[config.mk]
export PLATFORM = sky130hd
export DESIGN_NAME = add_seq
export DESIGN_NICKNAME = d
export VERILOG_FILES = /design/src/rtl/add_seq_pkg.sv /design/src/rtl/add_seq_slice.sv /design/src/rtl/add_seq.sv
export SDC_FILE = /design/constraint.sdc
export NUM_CORES = 1
export LEC_CHECK = 0
export BUFFER_PORTS_ARGS = -buffer_cell sky130_fd_sc_hd__buf_2
export CORE_ASPECT_RATIO = 0.75
export CORE_MARGIN = 1.5
export CORE_UTILIZATION = 49
export CTS_BUF_LIST = sky130_fd_sc_hd__clkbuf_2 sky130_fd_sc_hd__clkbuf_4 sky130_fd_sc_hd__clkbuf_8
export DETAILED_ROUTE_END_ITERATION = 8
export MAX_ROUTING_LAYER = met4
export PLACE_DENSITY = 0.76
export SLEW_MARGIN = 30
export SYNTH_ARGS = -nofsm -noshare
export SYNTH_HDL_FRONTEND = slang
export SYNTH_SLANG_ARGS = --single-unit
[constraint.sdc]
create_clock -name clk -period 5.6 [get_ports clk]
set_input_delay 1.12 -clock clk [delete_from_list [all_inputs] [get_ports clk]]
set_output_delay 1.12 -clock clk [all_outputs]
set_load 0.03 [all_outputs]
[src/rtl/add_seq_pkg.sv]
// rtl/add_seq_pkg.sv - shared state encoding and constant helpers for add_seq
package add_seq_pkg;

    localparam logic [1:0] ST_IDLE = 2'd0;
    localparam logic [1:0] ST_CALC = 2'd1;
    localparam logic [1:0] ST_DONE = 2'd2;

    typedef enum logic [1:0] {
        S_IDLE = ST_IDLE,
        S_CALC = ST_CALC,
        S_DONE = ST_DONE
    } state_t;

    function automatic int ceil_div(input int n, input int d);
        return (n + d - 1) / d;
    endfunction

    // Counter width never collapses to zero bits, even for a single chunk.
    function automatic int clog2_min1(input int n);
        int r;
        r = 0;
        while ((1 << r) < n) r = r + 1;
        if (r == 0) r = 1;
        return r;
    endfunction

endpackage

[src/rtl/add_seq_slice.sv]
// rtl/add_seq_slice.sv - combinational CHUNK_WIDTH adder slice with carry in/out
module add_seq_slice #(
    parameter int WIDTH = 8
) (
    input  logic [WIDTH-1:0] a,
    input  logic [WIDTH-1:0] b,
    input  logic             cin,
    output logic [WIDTH-1:0] sum,
    output logic             cout
);

    assign {cout, sum} = {1'b0, a} + {1'b0, b} + {{WIDTH{1'b0}}, cin};

endmodule

[src/rtl/add_seq.sv]
// rtl/add_seq.sv - wide adder computed one chunk per cycle on a single narrow slice
module add_seq
    import add_seq_pkg::*;
#(
    parameter int A_WIDTH     = 32,
    parameter int B_WIDTH     = 32,
    parameter int Y_WIDTH     = 33,
    parameter bit A_SIGNED    = 1'b0,
    parameter bit B_SIGNED    = 1'b0,
    parameter int CHUNK_WIDTH = 8
) (
    input  logic               clk,
    input  logic               reset_n,
    input  logic               in_valid,
    output logic               in_ready,
    input  logic [A_WIDTH-1:0] in_a,
    input  logic [B_WIDTH-1:0] in_b,
    output logic               out_valid,
    input  logic               out_ready,
    output logic [Y_WIDTH-1:0] out_y,
    output logic               busy
);

    localparam int N_CHUNKS   = ceil_div(Y_WIDTH, CHUNK_WIDTH);
    localparam int EXT_WIDTH  = N_CHUNKS * CHUNK_WIDTH;
    localparam int IDX_W      = clog2_min1(N_CHUNKS);
    localparam bit SIGNED_ADD = A_SIGNED && B_SIGNED;
    localparam logic [IDX_W-1:0] LAST_IDX = IDX_W'(N_CHUNKS - 1);

    state_t                 state_q, state_d;
    logic [EXT_WIDTH-1:0]   op_a_q, op_b_q, y_q;
    logic [EXT_WIDTH-1:0]   a_ext, b_ext;
    logic [IDX_W-1:0]       idx_q;
    logic                   carry_q;
    logic [CHUNK_WIDTH-1:0] a_chunk, b_chunk, sum_chunk;
    logic                   cout;
    logic                   accept;
    logic                   pad_a, pad_b;
    logic                   unused_bits;

    // Mixed signedness falls back to zero extension, matching the $add cell.
    assign pad_a = SIGNED_ADD ? in_a[A_WIDTH-1] : 1'b0;
    assign pad_b = SIGNED_ADD ? in_b[B_WIDTH-1] : 1'b0;

    for (genvar g = 0; g < EXT_WIDTH; g++) begin : g_ext
        if (g < A_WIDTH) begin : g_a_in
            assign a_ext[g] = in_a[g];
        end else begin : g_a_pad
            assign a_ext[g] = pad_a;
        end
        if (g < B_WIDTH) begin : g_b_in
            assign b_ext[g] = in_b[g];
        end else begin : g_b_pad
            assign b_ext[g] = pad_b;
        end
    end

    assign unused_bits = ^{in_a, in_b, y_q};

    assign in_ready  = (state_q == S_IDLE) || ((state_q == S_DONE) && out_ready);
    assign out_valid = (state_q == S_DONE);
    assign busy      = (state_q == S_CALC);
    assign accept    = in_valid && in_ready;
    assign out_y     = y_q[Y_WIDTH-1:0];

    always_comb begin
        a_chunk = '0;
        b_chunk = '0;
        for (int c = 0; c < N_CHUNKS; c++) begin
            if (idx_q == IDX_W'(c)) begin
                a_chunk = op_a_q[c*CHUNK_WIDTH +: CHUNK_WIDTH];
                b_chunk = op_b_q[c*CHUNK_WIDTH +: CHUNK_WIDTH];
            end
        end
    end

    add_seq_slice #(
        .WIDTH(CHUNK_WIDTH)
    ) u_slice (
        .a   (a_chunk),
        .b   (b_chunk),
        .cin (carry_q),
        .sum (sum_chunk),
        .cout(cout)
    );

    always_ff @(posedge clk or negedge reset_n) begin
        if (!reset_n) begin
            state_q <= S_IDLE;
        end else begin
            state_q <= state_d;
        end
    end

    always_comb begin
        state_d = state_q;
        case (state_q)
            S_IDLE: if (in_valid) state_d = S_CALC;
            S_CALC: if (idx_q == LAST_IDX) state_d = S_DONE;
            S_DONE: if (out_ready) state_d = in_valid ? S_CALC : S_IDLE;
            default: state_d = S_IDLE;
        endcase
    end

    always_ff @(posedge clk or negedge reset_n) begin
        if (!reset_n) begin
            op_a_q  <= '0;
            op_b_q  <= '0;
            y_q     <= '0;
            idx_q   <= '0;
            carry_q <= 1'b0;
        end else if (accept) begin
            op_a_q  <= a_ext;
            op_b_q  <= b_ext;
            idx_q   <= '0;
            carry_q <= 1'b0;
        end else if (state_q == S_CALC) begin
            for (int c = 0; c < N_CHUNKS; c++) begin
                if (idx_q == IDX_W'(c)) y_q[c*CHUNK_WIDTH +: CHUNK_WIDTH] <= sum_chunk;
            end
            carry_q <= cout;
            if (idx_q != LAST_IDX) idx_q <= idx_q + 1'b1;
        end
    end

endmodule
==> Word level (Yosys, flattened, before mapping) <==
Index checks and enable logic that the tools add are counted.
{ "totals": {"ff_bits": 103, "elab_cells": 58, "output_inout_bits": 36, "inputBits": 68} }
{ "op_classes": {"muxes": 20, "addsub": 3, "n_eq_ne": 10, "bitwise": 1, "reduce_logical": 14} }
{ "op_table": {"columns": ["op", "n"], "rows": [
  ["2-to-1 mux 8 bit", 10],
  ["AND reduction 3 bit", 6],
  ["adder 8 x 8 -> 9 bit", 1],
  ["adder 9 x 1 -> 9 bit", 1],
  ["2-to-1 mux 3 bit", 3],
  ["== test 3 x 2 -> 1 bit, second input constant", 2],
  ["2-to-1 mux 2 bit", 3],
  ["one-hot mux 2 bit (3 select lines)", 1],
  ["!= test 2 x 1 -> 1 bit, second input constant", 2],
  ["nonzero test 2 bit", 2],
  ["adder 3 x 1 -> 3 bit, second input constant", 1],
  ["== test 3 x 1 -> 1 bit, second input constant", 1],
  ["== test 3 bit, second input constant", 1],
  ["zero test 3 bit", 1],
  ["2-to-1 mux 1 bit", 3],
  ["!= test 3 bit, second input constant", 1],
  ["== test 2 x 1 -> 1 bit, second input constant", 1],
  ["== test 2 bit, second input constant", 1],
  ["logical AND 1 bit", 2],
  ["zero test 2 bit", 1],
  ["!= test 2 bit, second input constant", 1],
  ["AND reduction 2 bit", 1],
  ["logical OR 1 bit", 1],
  ["inverter 1 bit", 1]
]} }

==> Longest topological paths before layout <==
{ "logic_depth": {"word_depth": 10, "depth_mapped": 15, "mapped_depth_nobuf": 13} }

==> Cells and area by module <==
Synthesis repeated with hierarchy kept, for this count alone.
{ "hier_totals": {"cells_unflattened": 414, "area_unflattened_um2": 5012.3} }
{ "modules_own_cells": {"columns": ["module", "area_per_inst_um2", "seq_area_each_um2", "cells_per_inst", "instances"], "rows": [
  ["add_seq", 4699.5, 2577.5, 376, 1],
  ["add_seq_slice", 312.8, 0.0, 38, 1]
]} }

==> Worst setup path before layout <==
Ideal clock, no wire load.
{ "synth_timing": {"kind": "flip-flop to flip-flop", "from": "register idx_q[0]", "to": "register y_q[30]", "required_ns": 5.468, "arrival_ns": 2.991, "setup_ns": 0.132, "synth_period_minus_slack_ns": 3.124, "slack_ns": 2.476, "stages_incl_launch_ff": 15, "path_buffers": 1, "path_cell_list": "dfrtp_1 > inv_1 > ha_1 > nor3b_4 > buf_4 > a221oi_1 > nor2_1 > a22oi_1 > fa_1 > fa_1 > nor2b_1 > o31a_1 > o21ai_2 > a21boi_1 > o31ai_1"} }
{ "synth_between": {"elab_chain_cells": 8, "word_cells_on_any_way": 18, "classes_between": "add/sub: 2; eq/ne: 4; mux: 10; reduce/logical: 2"} }
{ "synth_lines": {"columns": ["element", "line", "text"], "rows": [
  ["start, declared", "add_seq.sv:33", "logic [IDX_W-1:0] idx_q;"],
  ["start signal, assigned", "add_seq.sv:122", "if (idx_q != LAST_IDX) idx_q <= idx_q + 1'b1;"],
  ["zero test 3 bit", "add_seq.sv:70", "if (idx_q == IDX_W'(c)) begin"],
  ["2-to-1 mux 8 bit (5 in series)", "add_seq.sv:70", null],
  ["adder 8 x 8 -> 9 bit", "add_seq_slice.sv:12", "assign {cout, sum} = {1'b0, a} + {1'b0, b} + {{WIDTH{1'b0}}, cin};"],
  ["adder 9 x 1 -> 9 bit", "add_seq_slice.sv:12", null],
  ["end signal, assigned by index", "add_seq.sv:119", "if (idx_q == IDX_W'(c)) y_q[c*CHUNK_WIDTH +: CHUNK_WIDTH] <= sum_chunk;"],
  ["end, declared", "add_seq.sv:31", "logic [EXT_WIDTH-1:0] op_a_q, op_b_q, y_q;"]
]} }
Parallel ways exist; a longest one is shown, timed or not.
A chain may end at the register's enable or synchronous reset.

==> Worst setup path after layout <==
{ "layout_timing": {"from": "register idx_q[0]", "to": "register y_q[14]"} }
Same word-level chain as after synthesis.

==> out/metrics.yaml <==
status: "complete, no violations"
overall_die_area_um2: 10500
final-hold-violation-count: 0
post-route-period-util_pct: 67.5
setup_total_negative_slack_ns: 0
timing.critical_path.buf_inv: 1
route.detailed.drc: 0
postCtsResizedCells: 0
power_leakage_nw: 2.71
fmaxAchievable_ghz: 0.264
areaGrowthSynthToFinish_pct: 14.3
whs_ns: 0.482
critical_path.endpoint_type: "register"
gr-total-overflow: 0
synth_seq_cells: 103
antenna_violating_nets_post_route: 0
average_wire_per_standard_cell_um: 16.7
drv_cap: 0
floorplan.core_area_um2: 9620
gr-usage-all-layers_pct: 23.2
total_wirelength_um: 11100
stdcell_area_um2: 5540
syn_inst: 434
worst-slew-pin-transition_ns: 0.920
floorplan.die.height_um: 89.1
number_of_global_route_vias_before_repair: 3584
dpl_cell_area_um2: 5370
start_util_pct: 50.4
grt_first_pass_wirelength_um: 18100
grt_max_degree: 68
timing.critical_path.from_type: "register"
detail_route.iter0.violations: 150
share_seq_of_total_power_pct: 34.6
nFillCells: 853
internal_power_w: 0.00209
yosysSeqAreaShare_pct: 53.2
timing.critical_path.mode_cell: "sky130_fd_sc_hd__fa_1"
tritoncts: "yes"
layout.nets: 610
post-route-min-period_ns: 3.78
worst_slew_margin_rel_pct: 38.6
root_buffer: "sky130_fd_sc_hd__clkbuf_8"
min_path_type: "reg -> reg"
via_per_inst: 5.42
clock_power_share_pct: 11.0
io_buffer_count: 103
clkLatencyLatePin_ns: 0.38
grt_antenna_before_repair: 0
sw_power_w: 0.00173
io_pins: 104
cts_made_buffers: 9
cts_max_path_buffers: 2
crit_chain: "inv_1 > ha_1 > nor3b_4 > a221oi_1 > nor2_1 > a22oi_1 > fa_1 > fa_1 > nor2b_1 > o31a_1 > o21ai_2 > a21boi_1 > o31ai_1"
setup_viol: 0
via_count: 3596
power.total_w: 0.00382
netSwitchingFraction_pct: 45.2
grt_setup_unrepaired: "false"
slew_violations: 0
cts_num_sinks: 103
cts-hold-fix-buffers: 0
critical_path_required_ns: 5.85
floorplan.rows: 31
timing.clock.skew_ns: 0.0112
pwr-share-comb_pct: 54.4
synthesis.area_per_instance_um2: 11.2
worst_ir_drop_vdd_mv: 0.341
cts.clk_slew.worst_paths_ns: 0.09
syn_area_um2: 4840
postSynthNetCount: 516
crit_arrival_ns: 4.03
layout-drive-gt1-share_pct: 34.6
cpLargestDelayFamily: "adder cells"
worst_path_max_delay_cell: "sky130_fd_sc_hd__nor3b_4"
number_of_inserted_diodes: 0
power-per-cell-area_nw_per_um2: 690
postCtsSetupRepairBufs: 0
timing_worst_setup_path_type: "reg -> reg"
worstPathMaxFanout: 16
synth.lib_cells_used.distinct: 41
yosys_warnings: 0
cts_htree_levels: 3
longest_individual_stage_delay_on_the_worst_path_ns: 0.68
iteration_count_of_the_initial_detailed_routing_pass: 4
hpwl_um: 7950
die_w_um: 118
postLayoutCoreUtil_pct: 57.6
routability_congestion_estimate: 0.861
synthesized netlist by cell type:
master	n	area, um^2
sky130_fd_sc_hd__dfrtp_1	103	2580
sky130_fd_sc_hd__nand2_1	87	327
sky130_fd_sc_hd__mux2_2	42	473
sky130_fd_sc_hd__nor2_1	39	146
sky130_fd_sc_hd__o21ai_0	27	135
sky130_fd_sc_hd__a221oi_1	16	140
sky130_fd_sc_hd__a22o_1	14	123
sky130_fd_sc_hd__ha_1	12	150
sky130_fd_sc_hd__buf_2	10	50.1
sky130_fd_sc_hd__mux2_4	10	150
sky130_fd_sc_hd__o31ai_1	9	67.6
sky130_fd_sc_hd__inv_1	6	22.5
sky130_fd_sc_hd__a21oi_1	5	25.0
sky130_fd_sc_hd__buf_4	5	37.5
sky130_fd_sc_hd__buf_6	5	56.3
sky130_fd_sc_hd__a22oi_1	4	30.0
sky130_fd_sc_hd__nor2b_1	4	25.0
sky130_fd_sc_hd__nand2b_1	3	18.8
sky130_fd_sc_hd__nand3_1	3	15.0
sky130_fd_sc_hd__a21boi_1	2	15.0
sky130_fd_sc_hd__a21oi_2	2	17.5
sky130_fd_sc_hd__and2_1	2	12.5
sky130_fd_sc_hd__clkbuf_1	2	7.51
sky130_fd_sc_hd__fa_1	2	40.0
sky130_fd_sc_hd__inv_2	2	7.51
sky130_fd_sc_hd__o21a_1	2	15.0
sky130_fd_sc_hd__xor2_1	2	17.5
sky130_fd_sc_hd__a211oi_1	1	7.51
sky130_fd_sc_hd__a21o_1	1	7.51
sky130_fd_sc_hd__a31oi_1	1	6.26
sky130_fd_sc_hd__buf_12	1	20.0
sky130_fd_sc_hd__buf_8	1	15.0
sky130_fd_sc_hd__nand2_2	1	6.26
sky130_fd_sc_hd__nor3b_1	1	7.51
sky130_fd_sc_hd__nor3b_2	1	12.5
sky130_fd_sc_hd__nor3b_4	1	18.8
sky130_fd_sc_hd__o21ai_2	1	8.76
sky130_fd_sc_hd__o2bb2ai_1	1	8.76
sky130_fd_sc_hd__o31a_1	1	8.76
sky130_fd_sc_hd__or2_2	1	6.26
sky130_fd_sc_hd__xnor2_1	1	8.76
power groups by stage:
stage / clock network, W / logic [W] / registers (W)
5_1_grt: 0.000456 / 0.00229 / 0.00137
4_1_cts: 0.000429 / 0.00208 / 0.00132
2_1_floorplan: 0 / 0.00141 / 0.00146
6_report: 0.000421 / 0.00208 / 0.00132
3_5_place_dp: 0 / 0.00207 / 0.00133
3_3_place_gp: 0 / 0.00201 / 0.00132
worst register-to-register path, delay by kind of cell (launching register included):
| kind | cells | cell delay, ns |
|---|---|---|
| adders and majority gates | 3 | 1.19 |
| DFF | 1 | 0.41 |
| AOI/OAI and AO/OA | 6 | 0.97 |
| and+or+nand+nor | 3 | 0.96 |
| buffers and inverters | 1 | 0.13 |
layout by cell type (no fill, tap or decap), types with 2 or more instances in the layout:
cell type | netlist | final
sky130_fd_sc_hd__dfrtp_1 | 103 | 103
sky130_fd_sc_hd__o21a_1 | 2 | 2
sky130_fd_sc_hd__inv_1 | 6 | 6
sky130_fd_sc_hd__fa_1 | 2 | 2
sky130_fd_sc_hd__xor2_1 | 2 | 2
sky130_fd_sc_hd__ha_1 | 12 | 12
sky130_fd_sc_hd__a221oi_1 | 16 | 16
sky130_fd_sc_hd__inv_2 | 2 | 2
sky130_fd_sc_hd__buf_4 | 5 | 5
sky130_fd_sc_hd__buf_2 | 10 | 102
sky130_fd_sc_hd__nor2b_1 | 4 | 4
sky130_fd_sc_hd__a21oi_2 | 2 | 2
sky130_fd_sc_hd__clkbuf_8 | 0 | 9
sky130_fd_sc_hd__mux2_2 | 42 | 42
sky130_fd_sc_hd__a21boi_1 | 2 | 2
sky130_fd_sc_hd__o21ai_0 | 27 | 27
sky130_fd_sc_hd__a22oi_1 | 4 | 4
sky130_fd_sc_hd__a22o_1 | 14 | 14
sky130_fd_sc_hd__nand2_1 | 87 | 87
sky130_fd_sc_hd__nand3_1 | 3 | 3
sky130_fd_sc_hd__clkinv_2 | 0 | 2
sky130_fd_sc_hd__mux2_4 | 10 | 10
sky130_fd_sc_hd__nor2_1 | 39 | 39
sky130_fd_sc_hd__nand2b_1 | 3 | 3
sky130_fd_sc_hd__o31ai_1 | 9 | 9
sky130_fd_sc_hd__a21oi_1 | 5 | 5
state kept, by name (all words and copies together) (netlist names):
signal / flops
y_q: 33
op_b_q: 32
carry_q: 1
idx_q: 3
op_a_q: 32
state_q: 2
layout make-up:
| type | count | area, um^2 | share of cell area, % |
|---|---|---|---|
| Clock buffer | 10 | 131 | 2.37 |
| Clock inverter | 5 | 35.0 | 0.632 |
| Inverter | 8 | 30.0 | 0.542 |
| Multi-Input combinational cell | 299 | 2050 | 37.0 |
| Sequential cell | 103 | 2580 | 46.5 |
| Tap cell | 132 | 165 | 2.98 |
| Timing Repair Buffer | 107 | 548 | 9.89 |
per-layer routing:
metal | GRT usage (%) | wire length (um)
met1 | 28.9 | 5060
met2 | 38.2 | 5260
met3 | 4.34 | 593
met4 | 9.31 | 200
met5 | - | 0
cells by family after synthesis:
kind of cell,share of synthesized area [%]
simple gates,12.3
flops,53.2
compound gates,12.7
mux,12.9
buf+inv,4.47
fa+ha+maj,3.93
xor+xnor,0.542
per-stage QoR:
stage / setup WS, ns / instances
after floorplan: 2.48 / 434
after global placement: 2.02 / 649
after detailed placement: 1.89 / 649
after CTS: 1.87 / 664
after global routing: 1.43 / 664
final: 1.82 / 664
worst paths after layout:
kind / slack, ns / startpoint / end / depth (start not counted)
worst max-delay path: 1.82 / idx_q[0]$_DFFE_PN0P_ / y_q[14]$_DFFE_PN0P_ / 13
worst min-delay path: 0.48 / y_q[25]$_DFFE_PN0P_ / y_q[25]$_DFFE_PN0P_ / 2
worst max register to register: 1.82 / idx_q[0]$_DFFE_PN0P_ / y_q[14]$_DFFE_PN0P_ / 13
worst min register to register: 0.48 / y_q[25]$_DFFE_PN0P_ / y_q[25]$_DFFE_PN0P_ / 2
max in group asynchronous: 3.73 / reset_n / state_q[1]$_DFFE_PN0P_ / 2
min in group asynchronous: 0.83 / reset_n / op_a_q[19]$_DFFE_PN0P_ / 1
Power figures use the tool's default switching activity.
